==> src/rtl/core_sequencer.sv <==
// core_sequencer: drives core.inst cycle by cycle for one conv tile.
// Define SEQ_ACC_EN to include the SFP accumulation (ACC) phase.
module core_sequencer #(
  parameter int          ROW      = 8,
  parameter int          COL      = 8,
  parameter int          IN_W     = 6,
  parameter int          K_W      = 3,
  parameter int          OUT_W    = 4,
  parameter logic [10:0] W_BASE   = 11'd1024,
  parameter logic [10:0] ACT_BASE = 11'd0,
  parameter logic [10:0] P_BASE   = 11'd0
) (
  input  logic        clk,
  input  logic        reset,
  input  logic        start,
  input  logic        ofifo_valid,
  output logic [33:0] inst,
  output logic        busy,
  output logic        done,
  output logic [3:0]  kij
);

  localparam int LEN_NIJ  = IN_W * IN_W;
  localparam int LEN_KIJ  = K_W * K_W;
  localparam int LEN_ONIJ = OUT_W * OUT_W;
  localparam int M1 = (LEN_NIJ > ROW + COL) ? LEN_NIJ : ROW + COL;
  localparam int M2 = (M1 > LEN_ONIJ) ? M1 : LEN_ONIJ;
  localparam int CW = $clog2(M2 + 2) + 1;

  localparam logic [CW-1:0] ONE      = CW'(1);
  localparam logic [CW-1:0] C_COL    = CW'(COL);
  localparam logic [CW-1:0] C_COL_M1 = CW'(COL - 1);
  localparam logic [CW-1:0] C_GAP_M1 = CW'(ROW + COL - 1);
  localparam logic [CW-1:0] C_NIJ    = CW'(LEN_NIJ);
  localparam logic [CW-1:0] C_NIJ_M1 = CW'(LEN_NIJ - 1);
  localparam logic [3:0]    C_KIJ_LAST = 4'(LEN_KIJ - 1);
`ifdef SEQ_ACC_EN
  localparam logic [CW-1:0] C_KIJ    = CW'(LEN_KIJ);
  localparam logic [CW-1:0] C_KIJ_M1 = CW'(LEN_KIJ - 1);
  localparam logic [CW-1:0] C_KW_M1  = CW'(K_W - 1);
  localparam logic [CW-1:0] C_OW_M1  = CW'(OUT_W - 1);
`endif

  localparam logic [33:0] IDLE_INST = 34'h1_800C_0000;

  typedef enum logic [3:0] {
    IDLE, W_RD, W_LOAD, W_GAP, A_RD, EXEC, DRAIN,
`ifdef SEQ_ACC_EN
    ACC,
`endif
    FIN
  } state_e;

  state_e        state_q, state_d;
  logic [CW-1:0] cnt_q, cnt_d;
  logic [CW-1:0] wcnt_q, wcnt_d;
  logic          rd_q, rd_d;
  logic          wr_q, wr_d;
  logic [3:0]    kij_q, kij_d;
  logic [33:0]   inst_q, inst_d;
  logic          busy_q, done_q;
`ifdef SEQ_ACC_EN
  logic [CW-1:0] orow_q, orow_d, ocol_q, ocol_d;
  logic [CW-1:0] krow_q, krow_d, kcol_q, kcol_d;
`endif

  always_comb begin
    state_d = state_q;
    cnt_d   = cnt_q;
    wcnt_d  = wcnt_q;
    kij_d   = kij_q;
    rd_d    = 1'b0;
    wr_d    = 1'b0;
`ifdef SEQ_ACC_EN
    orow_d  = orow_q;
    ocol_d  = ocol_q;
    krow_d  = krow_q;
    kcol_d  = kcol_q;
`endif
    unique case (state_q)
      IDLE: begin
        if (start) begin
          state_d = W_RD;
          cnt_d   = '0;
          kij_d   = '0;
        end
      end
      W_RD: begin
        cnt_d = cnt_q + ONE;
        if (cnt_q == C_COL) begin
          state_d = W_LOAD;
          cnt_d   = '0;
        end
      end
      W_LOAD: begin
        cnt_d = cnt_q + ONE;
        if (cnt_q == C_COL_M1) begin
          state_d = W_GAP;
          cnt_d   = '0;
        end
      end
      W_GAP: begin
        cnt_d = cnt_q + ONE;
        if (cnt_q == C_GAP_M1) begin
          state_d = A_RD;
          cnt_d   = '0;
        end
      end
      A_RD: begin
        cnt_d = cnt_q + ONE;
        if (cnt_q == C_NIJ) begin
          state_d = EXEC;
          cnt_d   = '0;
        end
      end
      EXEC: begin
        cnt_d = cnt_q + ONE;
        if (cnt_q == C_NIJ_M1) begin
          state_d = DRAIN;
          rd_d    = ofifo_valid;
          cnt_d   = {{(CW-1){1'b0}}, ofifo_valid};
          wcnt_d  = '0;
        end
      end
      DRAIN: begin
        // cnt counts ofifo reads issued; wcnt indexes the pmem writes
        wr_d   = rd_q;
        wcnt_d = wr_q ? wcnt_q + ONE : wcnt_q;
        rd_d   = ofifo_valid && (cnt_q < C_NIJ);
        cnt_d  = cnt_q + {{(CW-1){1'b0}}, rd_d};
        if (wr_q && (wcnt_q == C_NIJ_M1)) begin
          rd_d  = 1'b0;
          wr_d  = 1'b0;
          cnt_d = '0;
          if (kij_q == C_KIJ_LAST) begin
`ifdef SEQ_ACC_EN
            state_d = ACC;
            orow_d  = '0;
            ocol_d  = '0;
            krow_d  = '0;
            kcol_d  = '0;
`else
            state_d = FIN;
`endif
          end else begin
            state_d = W_RD;
            kij_d   = kij_q + 4'd1;
          end
        end
      end
`ifdef SEQ_ACC_EN
      ACC: begin
        cnt_d = cnt_q + ONE;
        if (cnt_q == C_KIJ) begin
          cnt_d = '0;
          if (ocol_q == C_OW_M1) begin
            ocol_d = '0;
            orow_d = orow_q + ONE;
          end else begin
            ocol_d = ocol_q + ONE;
          end
          if ((orow_q == C_OW_M1) && (ocol_q == C_OW_M1))
            state_d = FIN;
        end else if (kcol_q == C_KW_M1) begin
          kcol_d = '0;
          krow_d = (cnt_q == C_KIJ_M1) ? '0 : krow_q + ONE;
        end else begin
          kcol_d = kcol_q + ONE;
        end
      end
`endif
      FIN: begin
        state_d = IDLE;
        kij_d   = '0;
      end
      default: state_d = IDLE;
    endcase
  end

  always_comb begin
    inst_d = IDLE_INST;
    unique case (state_d)
      W_RD: begin
        if (cnt_d < C_COL) begin
          inst_d[19]   = 1'b0;
          inst_d[17:7] = W_BASE + 11'(kij_d * COL) + 11'(cnt_d);
        end
        inst_d[2] = (cnt_d != '0);
      end
      W_LOAD: begin
        inst_d[3] = 1'b1;
        inst_d[0] = 1'b1;
      end
      A_RD: begin
        if (cnt_d < C_NIJ) begin
          inst_d[19]   = 1'b0;
          inst_d[17:7] = ACT_BASE + 11'(cnt_d);
        end
        inst_d[2] = (cnt_d != '0);
      end
      EXEC: begin
        inst_d[3] = 1'b1;
        inst_d[1] = 1'b1;
      end
      DRAIN: begin
        inst_d[6] = rd_d;
        if (wr_d) begin
          inst_d[32]    = 1'b0;
          inst_d[31]    = 1'b0;
          inst_d[30:20] = P_BASE + 11'(kij_d * LEN_NIJ) + 11'(wcnt_d);
        end
      end
`ifdef SEQ_ACC_EN
      ACC: begin
        if (cnt_d < C_KIJ) begin
          inst_d[32]    = 1'b0;
          inst_d[30:20] = P_BASE + 11'(cnt_d * LEN_NIJ)
                        + 11'((orow_d + krow_d) * IN_W + ocol_d + kcol_d);
        end
      end
`endif
      default: ;
    endcase
`ifdef SEQ_ACC_EN
    // pmem data of a read lands one cycle later; the gap has no read
    inst_d[33] = (state_q == ACC) && (cnt_q < C_KIJ);
`endif
  end

  always_ff @(posedge clk or negedge reset) begin
    if (!reset) begin
      state_q <= IDLE;
      cnt_q   <= '0;
      wcnt_q  <= '0;
      rd_q    <= 1'b0;
      wr_q    <= 1'b0;
      kij_q   <= '0;
      inst_q  <= IDLE_INST;
      busy_q  <= 1'b0;
      done_q  <= 1'b0;
`ifdef SEQ_ACC_EN
      orow_q  <= '0;
      ocol_q  <= '0;
      krow_q  <= '0;
      kcol_q  <= '0;
`endif
    end else begin
      state_q <= state_d;
      cnt_q   <= cnt_d;
      wcnt_q  <= wcnt_d;
      rd_q    <= rd_d;
      wr_q    <= wr_d;
      kij_q   <= kij_d;
      inst_q  <= inst_d;
      busy_q  <= (state_d != IDLE) && (state_d != FIN);
      done_q  <= (state_d == FIN);
`ifdef SEQ_ACC_EN
      orow_q  <= orow_d;
      ocol_q  <= ocol_d;
      krow_q  <= krow_d;
      kcol_q  <= kcol_d;
`endif
    end
  end

  assign inst = inst_q;
  assign busy = busy_q;
  assign done = done_q;
  assign kij  = kij_q;

endmodule

==> config.mk <==
export PLATFORM = sky130hd
export DESIGN_NAME = core_sequencer
export DESIGN_NICKNAME = d
export VERILOG_FILES = /design/src/rtl/core_sequencer.sv
export SDC_FILE = /design/constraint.sdc
export NUM_CORES = 1
export LEC_CHECK = 0
export BUFFER_PORTS_ARGS = -buffer_cell sky130_fd_sc_hd__buf_2
export CAP_MARGIN = 0
export CORE_MARGIN = 2
export CORE_UTILIZATION = 55
export DETAILED_ROUTE_END_ITERATION = 16
export PLACE_DENSITY = 0.8
export SLEW_MARGIN = 5
export SYNTH_ARGS = -nofsm -noshare
export SYNTH_HDL_FRONTEND = slang
export SYNTH_SLANG_ARGS = --single-unit
==> constraint.sdc <==
create_clock -name clk -period 7.4 [get_ports clk]
set_input_delay 0.74 -clock clk [delete_from_list [all_inputs] [get_ports clk]]
set_output_delay 0.74 -clock clk [all_outputs]
set_load 0.02 [all_outputs]
==> flow_summary.toml <==
[worst_setup_path]
ff2ff_path_depth = 12
crit_chain = "nand4bb_1 > a21oi_1 > nor2_1 > o21ai_0 > ha_1 > a21o_1 > a21o_1 > and2_1 > o31ai_1 > and2_1 > o21ai_0 > a21oi_1"
cp_top_family = "compound AO/OA/AOI/OAI gates"
critical_path.max_stage_delay_ns = 0.80
r2r_start = "state_q[2]$_DFF_PN0_"
cp.arrival_ns = 4.81
path_max_fanout = 14
end_kind = "flop"
cp-start-kind = "flop"
crit_type = "flop to flop"
required_ns = 7.63
path_buf_inv = 0
rrSetupSlack_ns = 2.82
rr_endpoint = "inst[29]$_DFF_PN0_"
crit_path_top_delay_cell = "a21oi_1"

[yosys]
synthCells = 345
yosysUniqueCellTypes = 74
ys_async_sr_fraction_pct = 100
yosys-top-cells-area = "dfrtp_1 (38%), ha_1 (7.1%), nand2_1 (3.2%)"
synth-edff-count = 0
synth.top_cells.by_count = "dfrtp_1 (51), nand2_1 (29), nor2_1 (22)"
yosysTopAreaCell = "dfrtp_1"
yosysMostFrequentCell = "dfrtp_1"
synth_area_mm2 = 0.00336
yosysSeqAreaShare_pct = 39.5
synth.avg_cell_area_um2 = 9.75
yosys_warnings = 0
ys.flop_type = "dfrtp_1"
ys_ff_latch = 53
yosysTopAreaCellShare_pct = 37.9

[clock_tree]
cts_made_buffers = 5
cts_root_buf = "clkbuf_8"
cts_buffer_depth = 2
htree_levels = 2
cts_resized = 0
clk_pin_slew_ns = 0.09
ctsHoldBuffers = 0
cts_tree = "yes"
cts.sinks = 53
insertion_delay_ns = 0.31
post_cts_buffers = 0

[die]
die_x_um = 82.2
io_pins = 44
die_h_um = 82.2
start_util_pct = 56.8
placement_rows = 28
dieArea_mm2 = 0.00676
core_mm2 = 0.00592

[timing]
tightestPinTransition_ns = 0.971
hold_viol_final = 0
period_needed_ns = 4.58
fmax_mhz = 219
rsz0062_at_grt = "false"
finalMaxSlewViolations = 0
fin_tns_setup_ns = 0
worst_slack_ns = 2.82
fin_skew_ns = 0.00933
post-route-period-util_pct = 61.8
setup_viol = 0
timing.hold.ws_ns = 0.535
slew-limit-headroom_pct = 34.4

[global_route]
antenna_found_initial = 0
grt_pass1_vias = 2456
grt_max_degree = 54
grt_pass1_wl_um = 11800
grt_util_all_layers_pct = 23.0
gr-total-overflow = 0

[detailed_routing]
wl_per_cell_um = 16.2
vias = 2615
drc = 0
ant_nets = 0
totalWireLength_um = 7290
firstDrtPassIters = 4
viasPerCell = 5.81
drt_iter0_markers = 201

[hold_path]
holdCritPathClass = "primary input to asynchronous set/reset pin"

[run]
drv_cap = 0

[place]
placed_cells_incl_taps = 442
dp_slack_ns = 2.90
place.gp.congestion = 0.935
port-buffer-count = 37
hpwlAfterDp_um = 5530

[power_and_ir_drop]
vdd_drop_max_mv = 0.124
p_leak_nw = 1.81
power_density_mw_per_mm2 = 169

[layout]
finish.utilization_pct = 61.2
syn2layout_area_growth_pct = 7.62
nNetsFinal = 399
fin_cells = 450
drive_above_1_share_pct = 18.4
antenna-diode-count = 0

[run_status]
status = "completed"
==> cell families (layout without fill, tap and decap cells) <==
kind of cell               Yosys count  after routing  share of synthesized area [%]
buffers and inverters               34             59                           5.36
other                                2              7                          0.223
adders and majority gates           21             21                           8.26
DFF                                 53             53                           39.5
AOI/OAI and AO/OA                   86             86                           19.1
xor gates and xnor gates            14             14                           3.64
and+or+nand+nor                    135            135                           23.9
==> worst max-delay path by stage <==
stage | start | end | slack (ns) | depth (start not counted)
4_1_cts | state_q[2]$_DFF_PN0_ | inst[29]$_DFF_PN0_ | 2.89 | 12
3_3_place_gp | state_q[2]$_DFF_PN0_ | inst[29]$_DFF_PN0_ | 3.12 | 12
6_report | state_q[2]$_DFF_PN0_ | inst[29]$_DFF_PN0_ | 2.82 | 12
2_1_floorplan | wcnt_q[0]$_DFF_PN0_ | inst[29]$_DFF_PN0_ | 3.98 | 14
3_5_place_dp | state_q[2]$_DFF_PN0_ | inst[29]$_DFF_PN0_ | 2.90 | 12
5_1_grt | state_q[2]$_DFF_PN0_ | inst[29]$_DFF_PN0_ | 2.43 | 12
==> placed cells by master (no fill, tap or decap), types with 2 or more instances in the layout <==
cell	count
nand4_1	3
xor2_1	5
o21ai_1	3
nor4_1	2
a21boi_1	2
and2_1	6
nor2_1	22
a31oi_1	3
ha_1	19
inv_1	13
nand3_1	16
nor4b_2	2
a22oi_2	2
and4_1	2
or2_1	2
clkinv_2	2
fa_1	2
and3_1	8
clkbuf_8	5
o21bai_1	3
a21o_1	9
dfstp_2	2
nor2b_1	10
a211o_1	2
buf_2	37
o211ai_1	2
conb_1	7
or4b_1	3
a22o_1	4
nand3b_1	2
dfrtp_1	51
nor3_1	9
a21oi_1	16
xnor2_1	9
nand2_1	29
or4_1	2
o21ai_0	19
nor3b_1	3
==> power breakdown <==
group | total (mW) | leakage, nW | switching [mW] | internal, mW
registers | 0.333 | 0.724 | 0.0267 | 0.306
clock network | 0.156 | 0.0450 | 0.0904 | 0.0657
logic | 0.122 | 1.04 | 0.0774 | 0.0450
==> per-layer routing <==
layer / part of all wire (%) / vias up / routed length, µm / global-route usage, %
met3: 5.9 / 9 / 427 / 4.67
met4: 1.2 / 0 / 89 / 7.00
li1: - / 1291 / - / -
met5: 0 / - / 0 / 0
met1: 48 / 1250 / 3490 / 32.8
met2: 45 / 65 / 3280 / 35.2
==> registers in the layout, indices dropped and copies added, names as in the netlist <==
name,flops
busy,1
cnt_q,7
done,1
inst,27
kij,4
rd_q,1
state_q,4
wcnt_q,7
wr_q,1
==> layout make-up <==
cell class / instances / area, µm²
sequential: 53 / 1330
clock buffer: 6 / 72.6
timing repair buffer: 38 / 193
fill: 492 / 2300
tap: 75 / 93.8
clock inverter: 2 / 10.0
multi-input combinational: 263 / 1870
inverter: 13 / 48.8
==> metrics by stage <==
stage	total power, mW	area [µm²]
after floorplan	0.422	3380
final	0.612	3620
after detailed placement	0.460	3540
after CTS	0.617	3620
after global routing	0.645	3620
after global placement	0.457	3540
Note: power is estimated with default switching activity, not from simulation.
